==> src/rtl/bus_grant_encoder_if.sv <==
// Bus-grant handshake bundle: request lines and owner release in, registered grant out.
// The owner-finished strobe is named rel because "release" is a reserved word.
interface bus_grant_encoder_if #(
    parameter int N    = 16,
    parameter int IDXW = 4
);
    logic [N-1:0]    req;
    logic            rel;
    logic [IDXW-1:0] grant_idx;
    logic [N-1:0]    grant_onehot;
    logic            grant_valid;
    logic            multi_req;

    // master: the request side; slave: the encoder itself
    modport master (
        output req, rel,
        input  grant_idx, grant_onehot, grant_valid, multi_req
    );

    modport slave (
        input  req, rel,
        output grant_idx, grant_onehot, grant_valid, multi_req
    );
endinterface

==> src/rtl/bus_grant_encoder.sv <==
// Round-robin 16-to-4 bus-grant encoder: arbitrates the request lines, registers the
// winner as an index plus one-hot select, and holds it until the owner lets go.
module bus_grant_encoder #(
    parameter int N    = 16,
    parameter int IDXW = 4
) (
    input  logic                  clk,
    input  logic                  clr,
    bus_grant_encoder_if.slave    bus
);

    typedef enum logic {
        IDLE  = 1'b0,
        GRANT = 1'b1
    } state_t;

    state_t          state, state_nxt;
    logic [IDXW-1:0] ptr, ptr_nxt;
    logic [IDXW-1:0] idx_q, idx_nxt;
    logic [N-1:0]    onehot_q, onehot_nxt;
    logic            valid_q, valid_nxt;
    logic            multi_q, multi_nxt;

    logic            found;
    logic [IDXW-1:0] win;
    logic [IDXW-1:0] cand;
    logic            multi_now;
    logic            owner_exit;

    // Rotating priority scan starting at ptr; the first set bit wins.
    // NOTE: every always_comb output is given a default before any branch so no latch is inferred.
    always_comb begin
        found = 1'b0;
        win   = '0;
        cand  = '0;
        for (int i = 0; i < N; i++) begin
            cand = ptr + IDXW'(i);
            if (!found && bus.req[cand]) begin
                found = 1'b1;
                win   = cand;
            end
        end
    end

    // More than one bit set: clearing the lowest set bit leaves something behind.
    assign multi_now  = |(bus.req & (bus.req - N'(1)));
    assign owner_exit = bus.rel || !bus.req[idx_q];

    always_comb begin
        state_nxt  = state;
        ptr_nxt    = ptr;
        idx_nxt    = idx_q;
        onehot_nxt = onehot_q;
        valid_nxt  = valid_q;
        multi_nxt  = multi_q;
        unique case (state)
            IDLE: begin
                if (found) begin
                    idx_nxt    = win;
                    onehot_nxt = N'(1) << win;
                    valid_nxt  = 1'b1;
                    multi_nxt  = multi_now;
                    state_nxt  = GRANT;
                end
            end
            GRANT: begin
                // Release and owner drop together still make a single exit.
                if (owner_exit) begin
                    valid_nxt  = 1'b0;
                    onehot_nxt = '0;
                    ptr_nxt    = idx_q + IDXW'(1);
                    state_nxt  = IDLE;
                end
            end
            default: state_nxt = IDLE;
        endcase
    end

    // NOTE: sequential state uses non-blocking assignments so every register samples pre-edge values.
    always_ff @(posedge clk) begin
        if (clr) begin
            state    <= IDLE;
            ptr      <= '0;
            idx_q    <= '0;
            onehot_q <= '0;
            valid_q  <= 1'b0;
            multi_q  <= 1'b0;
        end else begin
            state    <= state_nxt;
            ptr      <= ptr_nxt;
            idx_q    <= idx_nxt;
            onehot_q <= onehot_nxt;
            valid_q  <= valid_nxt;
            multi_q  <= multi_nxt;
        end
    end

    assign bus.grant_idx    = idx_q;
    assign bus.grant_onehot = onehot_q;
    assign bus.grant_valid  = valid_q;
    assign bus.multi_req    = multi_q;

endmodule

==> src/flat_wrapper.sv <==
// flat-port wrapper written by rule: the top's interface ports become plain ports
module bus_grant_encoder_flat 
#(
    parameter int N    = 16,
    parameter int IDXW = 4
)
  (clk, clr, bus_req, bus_rel, bus_grant_idx, bus_grant_onehot, bus_grant_valid, bus_multi_req);
  bus_grant_encoder_if #(.N(N), .IDXW(IDXW)) bus_i ();
  input  logic clk;
  input  logic clr;
  input wire logic [$bits(bus_i.req)-1:0] bus_req;
  input wire logic [$bits(bus_i.rel)-1:0] bus_rel;
  output wire logic [$bits(bus_i.grant_idx)-1:0] bus_grant_idx;
  output wire logic [$bits(bus_i.grant_onehot)-1:0] bus_grant_onehot;
  output wire logic [$bits(bus_i.grant_valid)-1:0] bus_grant_valid;
  output wire logic [$bits(bus_i.multi_req)-1:0] bus_multi_req;
  assign bus_i.req = bus_req;
  assign bus_i.rel = bus_rel;
  assign bus_grant_idx = bus_i.grant_idx;
  assign bus_grant_onehot = bus_i.grant_onehot;
  assign bus_grant_valid = bus_i.grant_valid;
  assign bus_multi_req = bus_i.multi_req;
  bus_grant_encoder #(.N(N), .IDXW(IDXW)) u_core (.clk(clk), .clr(clr), .bus(bus_i));
endmodule
==> config.mk <==
export PLATFORM = sky130hd
export DESIGN_NAME = bus_grant_encoder_flat
export DESIGN_NICKNAME = d
export VERILOG_FILES = /design/src/rtl/bus_grant_encoder_if.sv /design/src/rtl/bus_grant_encoder.sv /design/src/flat_wrapper.sv
export SDC_FILE = /design/constraint.sdc
export NUM_CORES = 1
export LEC_CHECK = 0
export ABC_CLOCK_PERIOD_IN_PS = 11600
export CAP_MARGIN = 20
export CELL_PAD_IN_SITES_DETAIL_PLACEMENT = 0
export CELL_PAD_IN_SITES_GLOBAL_PLACEMENT = 1
export CORE_MARGIN = 8
export CORE_UTILIZATION = 49
export CTS_CLUSTER_SIZE = 16
export DETAILED_ROUTE_END_ITERATION = 12
export GPL_TIMING_DRIVEN = 0
export PLACE_DENSITY = 0.95
export RECOVER_POWER = 50
export SLEW_MARGIN = 20
export SYNTH_ARGS = -nofsm -noshare
export SYNTH_HDL_FRONTEND = slang
export SYNTH_SLANG_ARGS = --single-unit
==> constraint.sdc <==
create_clock -name clk -period 11.6 [get_ports clk]
set_clock_uncertainty 0.15 [all_clocks]
set_input_delay 3.48 -clock clk [delete_from_list [all_inputs] [get_ports clk]]
set_output_delay 3.48 -clock clk [all_outputs]
set_load 0.05 [all_outputs]
==> qor.txt <==
DRC: 0
I/O Pins: 41
synthesized area: 0.00406 mm²
PortBufs: 40
Bufs on Longest Clock Path: 2
DRT Wirelength: 12.8 mm
count of unique library cells instantiated by Yosys: 72
switching part of the total: 55.3%
worst-margin pin slew: 1.01 ns
Syn Nets: 452
hold_sp: u_core.bus.grant_onehot[10]
via count: 3,977
endpoint class of the critical path: register
LEAKAGE: 1.68 nW
sw power: 0.000708 W
Fmax: 133 MHz
Post-DP HPWL: 9.95 mm
crit path DAT: 7.52 ns
Starting Density: 49.9%
status: complete, no violations
Primary FF master, synth: dfxtp_1
pre-CTS setup slack: 3.91 ns
crit path max fanout: 10
Final Worst Setup Slack: 4.09 ns
layout cell share with drive strength beyond 1: 20.0%
YS warnings: 0
register area share after synthesis: 13.3%
Total Power: 0.00128 W
Clock power frac: 4.1%
Final #Nets: 497
Post-Synthesis Cells: 425
Comb power frac: 85.7%
reg2reg start: u_core.ptr[1]
Setup Total Neg Slack: 0 ns
# setup viols final: 0
crit path time final: 7.51 ns
postcts setup bufs: 0
hold depth: 2
CTS tree: built
PostCTS Resize Cnt: 0
Hold Path Sink: u_core.bus.grant_onehot[10]
Final Max Tran Viols: 0
Req. time, crit path: 11.61 ns
largest net degree at the start of global routing: 16
cell internal pwr: 0.000573 W
async set-or-reset flop fraction in the synthesized netlist: 0%
clock sinks: 27
clk slew on worst S/H paths: 0.09 ns
vias in the first global route: 3,850
diode count: 0
Iteration-0 DRC Markers: 499
GRT Util Overall: 22.1%
area grow syn2layout: 14.2%
Filler cells: 716
post-route ant nets: 0
worst-skew pair later-pin latency: 0.27 ns
Power per Cell Area: 276 mW/mm²
Die Height: 107 µm
final period utilization: 64.7%
Startpoint Class: input pin
max_cap viols: 0
r2r setup slk: 5.44 ns
Rel. slew slack: 31.9%
core area: 0.00813 mm²
RSZ-0062 raised after global routing: false
Row Count: 33
Post-DP Area: 0.00459 mm²
Final GP Congestion: 0.982
Peak supply drop: 0.000152 V
die area: 0.0115 mm²
WL/cell: 22.3 µm
Final Cell Area: 0.00464 mm²
clk root buf: clkbuf_8
EDFF count, synth: 0
Worst R2R End: u_core.bus.grant_onehot[3]
Vias/cell: 6.93
CTS Buf Count: 3
crit path kind: input pin to register
Post-Syn Area per Cell: 9.55 µm²
drt pass-1 iters: 5
Synth Register Bits: 27
r2r worst-path depth: 16
GRT overflow: 0
HP Class: register to register
Flop pwr share: 10.3%
initial antenna violation count: 0
footprint of the multi-input gates: 0.00327 mm²
global-route wire length before repair: 20.5 mm
htree depth: 1
Hold Violations, Final: 0
Reg area: 541 µm²
die width: 107 µm
hold buffer count at cts: 0
==> worst max-delay path, stage by stage <==
cell	delay, ns
dlygate4sd3_1	0.58
clkbuf_1	0.27
mux4_2	0.52
mux2i_1	0.36
mux2i_1	0.33
nand4b_4	0.33
nor4b_1	0.56
a21oi_1	0.21
nor3_2	0.44
buf_2	0.30
nand2_1	0.07
o41ai_1	0.06
==> cells in the final DEF, fill, tap and decap left out, types with 4 or more instances in the layout <==
cell type,n
a211oi_1,8
a21o_1,4
a21oi_1,18
buf_2,11
buf_6,4
clkbuf_1,18
clkdlybuf4s50_1,17
dfxtp_1,27
dlygate4sd3_1,23
ha_1,8
inv_1,11
mux2_2,18
mux2i_1,32
mux4_1,7
mux4_2,37
nand2_1,35
nand2b_1,5
nand3_1,5
nor2_1,25
nor2b_1,7
nor3_1,12
o211ai_1,5
o21a_1,5
o21ai_0,14
o22ai_1,4
o31ai_1,9
o41ai_1,7
xnor2_1,8
==> state kept, by name, summed over array words and instances (netlist names) <==
register,flops
u_core.bus.grant_valid,1
u_core.bus.grant_idx,4
u_core.state,1
u_core.bus.grant_onehot,16
u_core.bus.multi_req,1
u_core.ptr,4
==> cell usage after synthesis (5+ instances only) <==
cell type   n  share of area [%]
nand2b_1    5               0.77
xnor2_1     8                1.7
o41ai_1     7                1.5
a21oi_1    18                2.2
o21a_1      5               0.92
o31ai_1     9                1.7
clkbuf_1   18                1.7
mux4_1      7                4.5
mux2_2     18                5.0
o21ai_0    14                1.7
a211oi_1    8                1.5
dfxtp_1    27                 13
inv_1      11                1.0
nor2b_1     7                1.1
o211ai_1    5               0.92
nand3_1     5               0.62
mux2i_1    32                7.9
nand2_1    35                3.2
buf_2      11                1.4
nor2_1     25                2.3
nor3_1     12                1.5
ha_1        8                2.5
mux4_2     37                 21
==> kinds of logic (layout without fill, tap and decap cells) <==
group	count (synthesis)	count (layout)	share of synthesized area, %
AOI/OAI and AO/OA	112	112	20.1
adders and majority gates	11	11	3.21
DFF	27	27	13.3
xor gates and xnor gates	14	14	3.58
and+or+nand+nor	114	114	14.7
buffers and inverters	51	95	6.07
muxes	96	96	39.1
==> power by group through the flow <==
stage | Sequential (W) | Clock [W] | Combinational (W)
2_1_floorplan | 0.000185 | 0 | 0.000774
5_1_grt | 0.000134 | 0.0000566 | 0.00117
6_report | 0.000131 | 0.0000521 | 0.00110
4_1_cts | 0.000132 | 0.0000529 | 0.00108
3_5_place_dp | 0.000134 | 0 | 0.00108
3_3_place_gp | 0.000134 | 0 | 0.00106
==> layout make-up <==
| cell class | count | area share [%] |
|---|---|---|
| multi-input cells | 347 | 70.6 |
| flip-flops and latches | 27 | 11.7 |
| repair buffers | 40 | 8.63 |
| plain buffers | 39 | 4.34 |
| well taps | 105 | 2.83 |
| inverters | 12 | 0.971 |
| clock buffers | 3 | 0.890 |
| clock inverters | 1 | 0.108 |
==> per-layer routing <==
layer	share of wire [%]	track usage, %
met5	0	0
met2	45	34.8
met1	40	29.6
met3	12	5.04
met4	3.0	6.63
==> stage by stage <==
step | hold WS (ns) | cells | util [%]
finish | 0.305 | 574 | 57.0
global route | 0.324 | 574 | 57.0
CTS | 0.316 | 574 | 57.0
detailed placement | 0.284 | 570 | 56.4
global placement | 0.288 | 570 | 56.4
floorplan | 0.328 | 425 | -
==> how the worst max path moves through the flow <==
stage	startpoint	end	depth (start not counted)	slack, ns
2_1_floorplan	bus_req[1]	u_core.bus.grant_onehot[8]	10	5.13
3_3_place_gp	bus_req[14]	u_core.bus.grant_onehot[1]	13	3.96
3_5_place_dp	bus_req[14]	u_core.bus.grant_onehot[1]	13	3.91
4_1_cts	bus_req[14]	u_core.bus.grant_onehot[3]	13	4.19
5_1_grt	bus_req[3]	u_core.bus.grant_onehot[1]	12	3.91
6_report	bus_req[3]	u_core.bus.grant_onehot[3]	12	4.09
Note: power is estimated with default switching activity, not from simulation.
==> variant, RTL diff (same flow settings) <==
`N` is set to 16 in 3 places; all go to 17.
--- a/src/rtl/bus_grant_encoder_if.sv
+++ b/src/rtl/bus_grant_encoder_if.sv
@@ -1,7 +1,7 @@
 // Bus-grant handshake bundle: request lines and owner release in, registered grant out.
 // The owner-finished strobe is named rel because "release" is a reserved word.
 interface bus_grant_encoder_if #(
-    parameter int N    = 16,
+    parameter int N    = 17,
     parameter int IDXW = 4
 );
     logic [N-1:0]    req;
--- a/src/rtl/bus_grant_encoder.sv
+++ b/src/rtl/bus_grant_encoder.sv
@@ -1,7 +1,7 @@
 // Round-robin 16-to-4 bus-grant encoder: arbitrates the request lines, registers the
 // winner as an index plus one-hot select, and holds it until the owner lets go.
 module bus_grant_encoder #(
-    parameter int N    = 16,
+    parameter int N    = 17,
     parameter int IDXW = 4
 ) (
     input  logic                  clk,
--- a/src/flat_wrapper.sv
+++ b/src/flat_wrapper.sv
@@ -1,7 +1,7 @@
 // flat-port wrapper written by rule: the top's interface ports become plain ports
 module bus_grant_encoder_flat 
 #(
-    parameter int N    = 16,
+    parameter int N    = 17,
     parameter int IDXW = 4
 )
   (clk, clr, bus_req, bus_rel, bus_grant_idx, bus_grant_onehot, bus_grant_valid, bus_multi_req);
Interface: changed (resized bus_grant_onehot and bus_req); port bits go from 41 to 43. No check against the original RTL was run, so the function may have changed too.
==> variant against the original RTL <==
  * Hold slack got worse by 0.93 ps
  * Global-route usage is 1.2 points lower
  * Sequential cell count unchanged
  * Synthesized cell count grew 0.47%
  * Synthesized area fell by 2.3%
  * Final area decreased by 1.8%
  * Wire length shrank 6.4%
  * Setup slack got worse by 96 ps
  * Power down 5.9%
  * Combinational power is 7% lower
  * Non-clock buffer count down 4
  * Critical path type unchanged
  * Largest cell class unchanged
  * Highest routed layer unchanged
==> variant: results (changes against the original RTL) <==
* Initial drt markers at 302 (-39%)
* Post-synth top flop: dfxtp_1
* Largest register FFs at 16 (unchanged)
* Fillers at 718 (+0.28%)
* Ys Warns at 0 (unchanged)
* Vias in the first global route at 3887 (+0.96%)
* Vias per inst at 6.85 (-1.1%)
* Seq/Total Area, Yosys at 13.6% (+0.32 points)
* R2r setup slk at 5610 ps (+170 ps)
* Worst R2R Start: u_core.ptr[1]
* Worst-Margin Slew at 1060 ps (+47.1 ps)
* Share of cells above drive strength 1 at 18.2% (-1.8 points)
* DP HPWL at 9330 um (-6.3%)
* Area contributors post-synth: mux4_2 19%, dfxtp_1 14%, mux2i_1 5.3%
* GP Congestion at 0.959 (-2.4%)
* Nets at 501 (+0.80%)
* Placed instance area at 4510 um^2 (-1.8%)
* Lkg Pwr at 1.64 nW (-2.6%)
* Synth cell count leaders: 36 x nand2_1, 33 x mux4_2, 27 x dfxtp_1
* PortBufs at 41 (+2.5%)
* VDD IR max at 0.000140 V (-7.8%)
* Critical path destination: u_core.bus.grant_onehot[14]
* Syn Nets at 455 (+0.66%)
* Critical path origin: bus_req[6]
* Cell variety after synth at 83 (+15%)
* First-pass GRT wire length at 19800 um (-3.3%)
* Setup Buffers After CTS at 0 (unchanged)
* Maximum number of pins on one net before global-route repair at 15 (-1)
* Status: completed
* Drt total wl at 12000 um (-6.4%)
* Global Route Usage Sum at 21.0% (-1.2 points)
variant: cell count changes in the layout (fill, tap and decap cells not counted), sizes merged, moves of 4 or more:
cell   unedited run  this run
a41oi             0         4
nand4             2         6
mux2             18        11
nor2b             7         1
nand3             5        11
mux4             44        38
inv              11        15
or4               1         5
buf              21        17
mux2i            34        25
variant: per-stage QoR:
stage	power (W)	utilization [%]	setup WS, ps	hold slack [ps]	instances
4_1_cts	0.00119	56.8	4110	313	577
3_5_place_dp	0.00114	56.3	3820	293	573
2_1_floorplan	0.000907	-	4980	342	427
3_3_place_gp	0.00112	56.3	3920	285	573
6_report	0.00120	56.8	4000	304	577
5_1_grt	0.00129	56.8	3660	326	577
variant: cell families after synthesis:
| logic type | share of synthesized area (%) |
|---|---|
| XOR/XNOR | 3.28 |
| other | 0.0946 |
| AO/OA/AOI/OAI | 23.0 |
| AND/OR/NAND/NOR | 17.5 |
| adder cells (fa/ha/maj) | 3.03 |
| multiplexers | 32.6 |
| buffers and inverters | 6.78 |
| flip-flops | 13.6 |
variant: how the worst min path moves through the flow:
stage / start / slack, ps / endpoint
floorplan: u_core.state / 340 / u_core.state
global placement: u_core.bus.grant_onehot[11] / 290 / u_core.bus.grant_onehot[11]
global route: u_core.bus.grant_onehot[10] / 330 / u_core.bus.grant_onehot[10]
finish: u_core.bus.grant_onehot[12] / 300 / u_core.bus.grant_onehot[12]
CTS: u_core.bus.grant_onehot[3] / 310 / u_core.bus.grant_onehot[3]
detailed placement: u_core.bus.grant_onehot[3] / 290 / u_core.bus.grant_onehot[3]
variant: layer usage:
metal  share of wire (%)  track usage, %  wire length [um]
met1                  43            27.4              5220
met2                  47            35.0              5600
met3                 6.2            2.18               749
met4                 3.6            7.84               429
met5                   0               0                 0
variant: final cells by class:
type / instances / area, um^2 / area share, %
clock buffer: 4 / 45.0 / 0.990
tap: 105 / 131 / 2.89
inverter: 16 / 60.1 / 1.32
multi-input combinational: 350 / 3160 / 69.3
timing repair buffer: 41 / 410 / 9.02
buffer: 34 / 209 / 4.59
sequential: 27 / 541 / 11.9
variant: power breakdown:
part            total, W  leakage [nW]  internal (W)  switching, W
registers       0.000130         0.220      0.000114     0.0000158
clock network  0.0000533        0.0228     0.0000246     0.0000287
logic            0.00102          1.39      0.000392      0.000630
total            0.00120          1.64      0.000530      0.000675
variant: worst max-delay path: cells and delay by family:
| family | cells | cell delay, ps |
|---|---|---|
| AO/OA/AOI/OAI | 2 | 530 |
| multiplexers | 3 | 1210 |
| AND/OR/NAND/NOR | 4 | 1270 |
| buffers and inverters | 3 | 1120 |
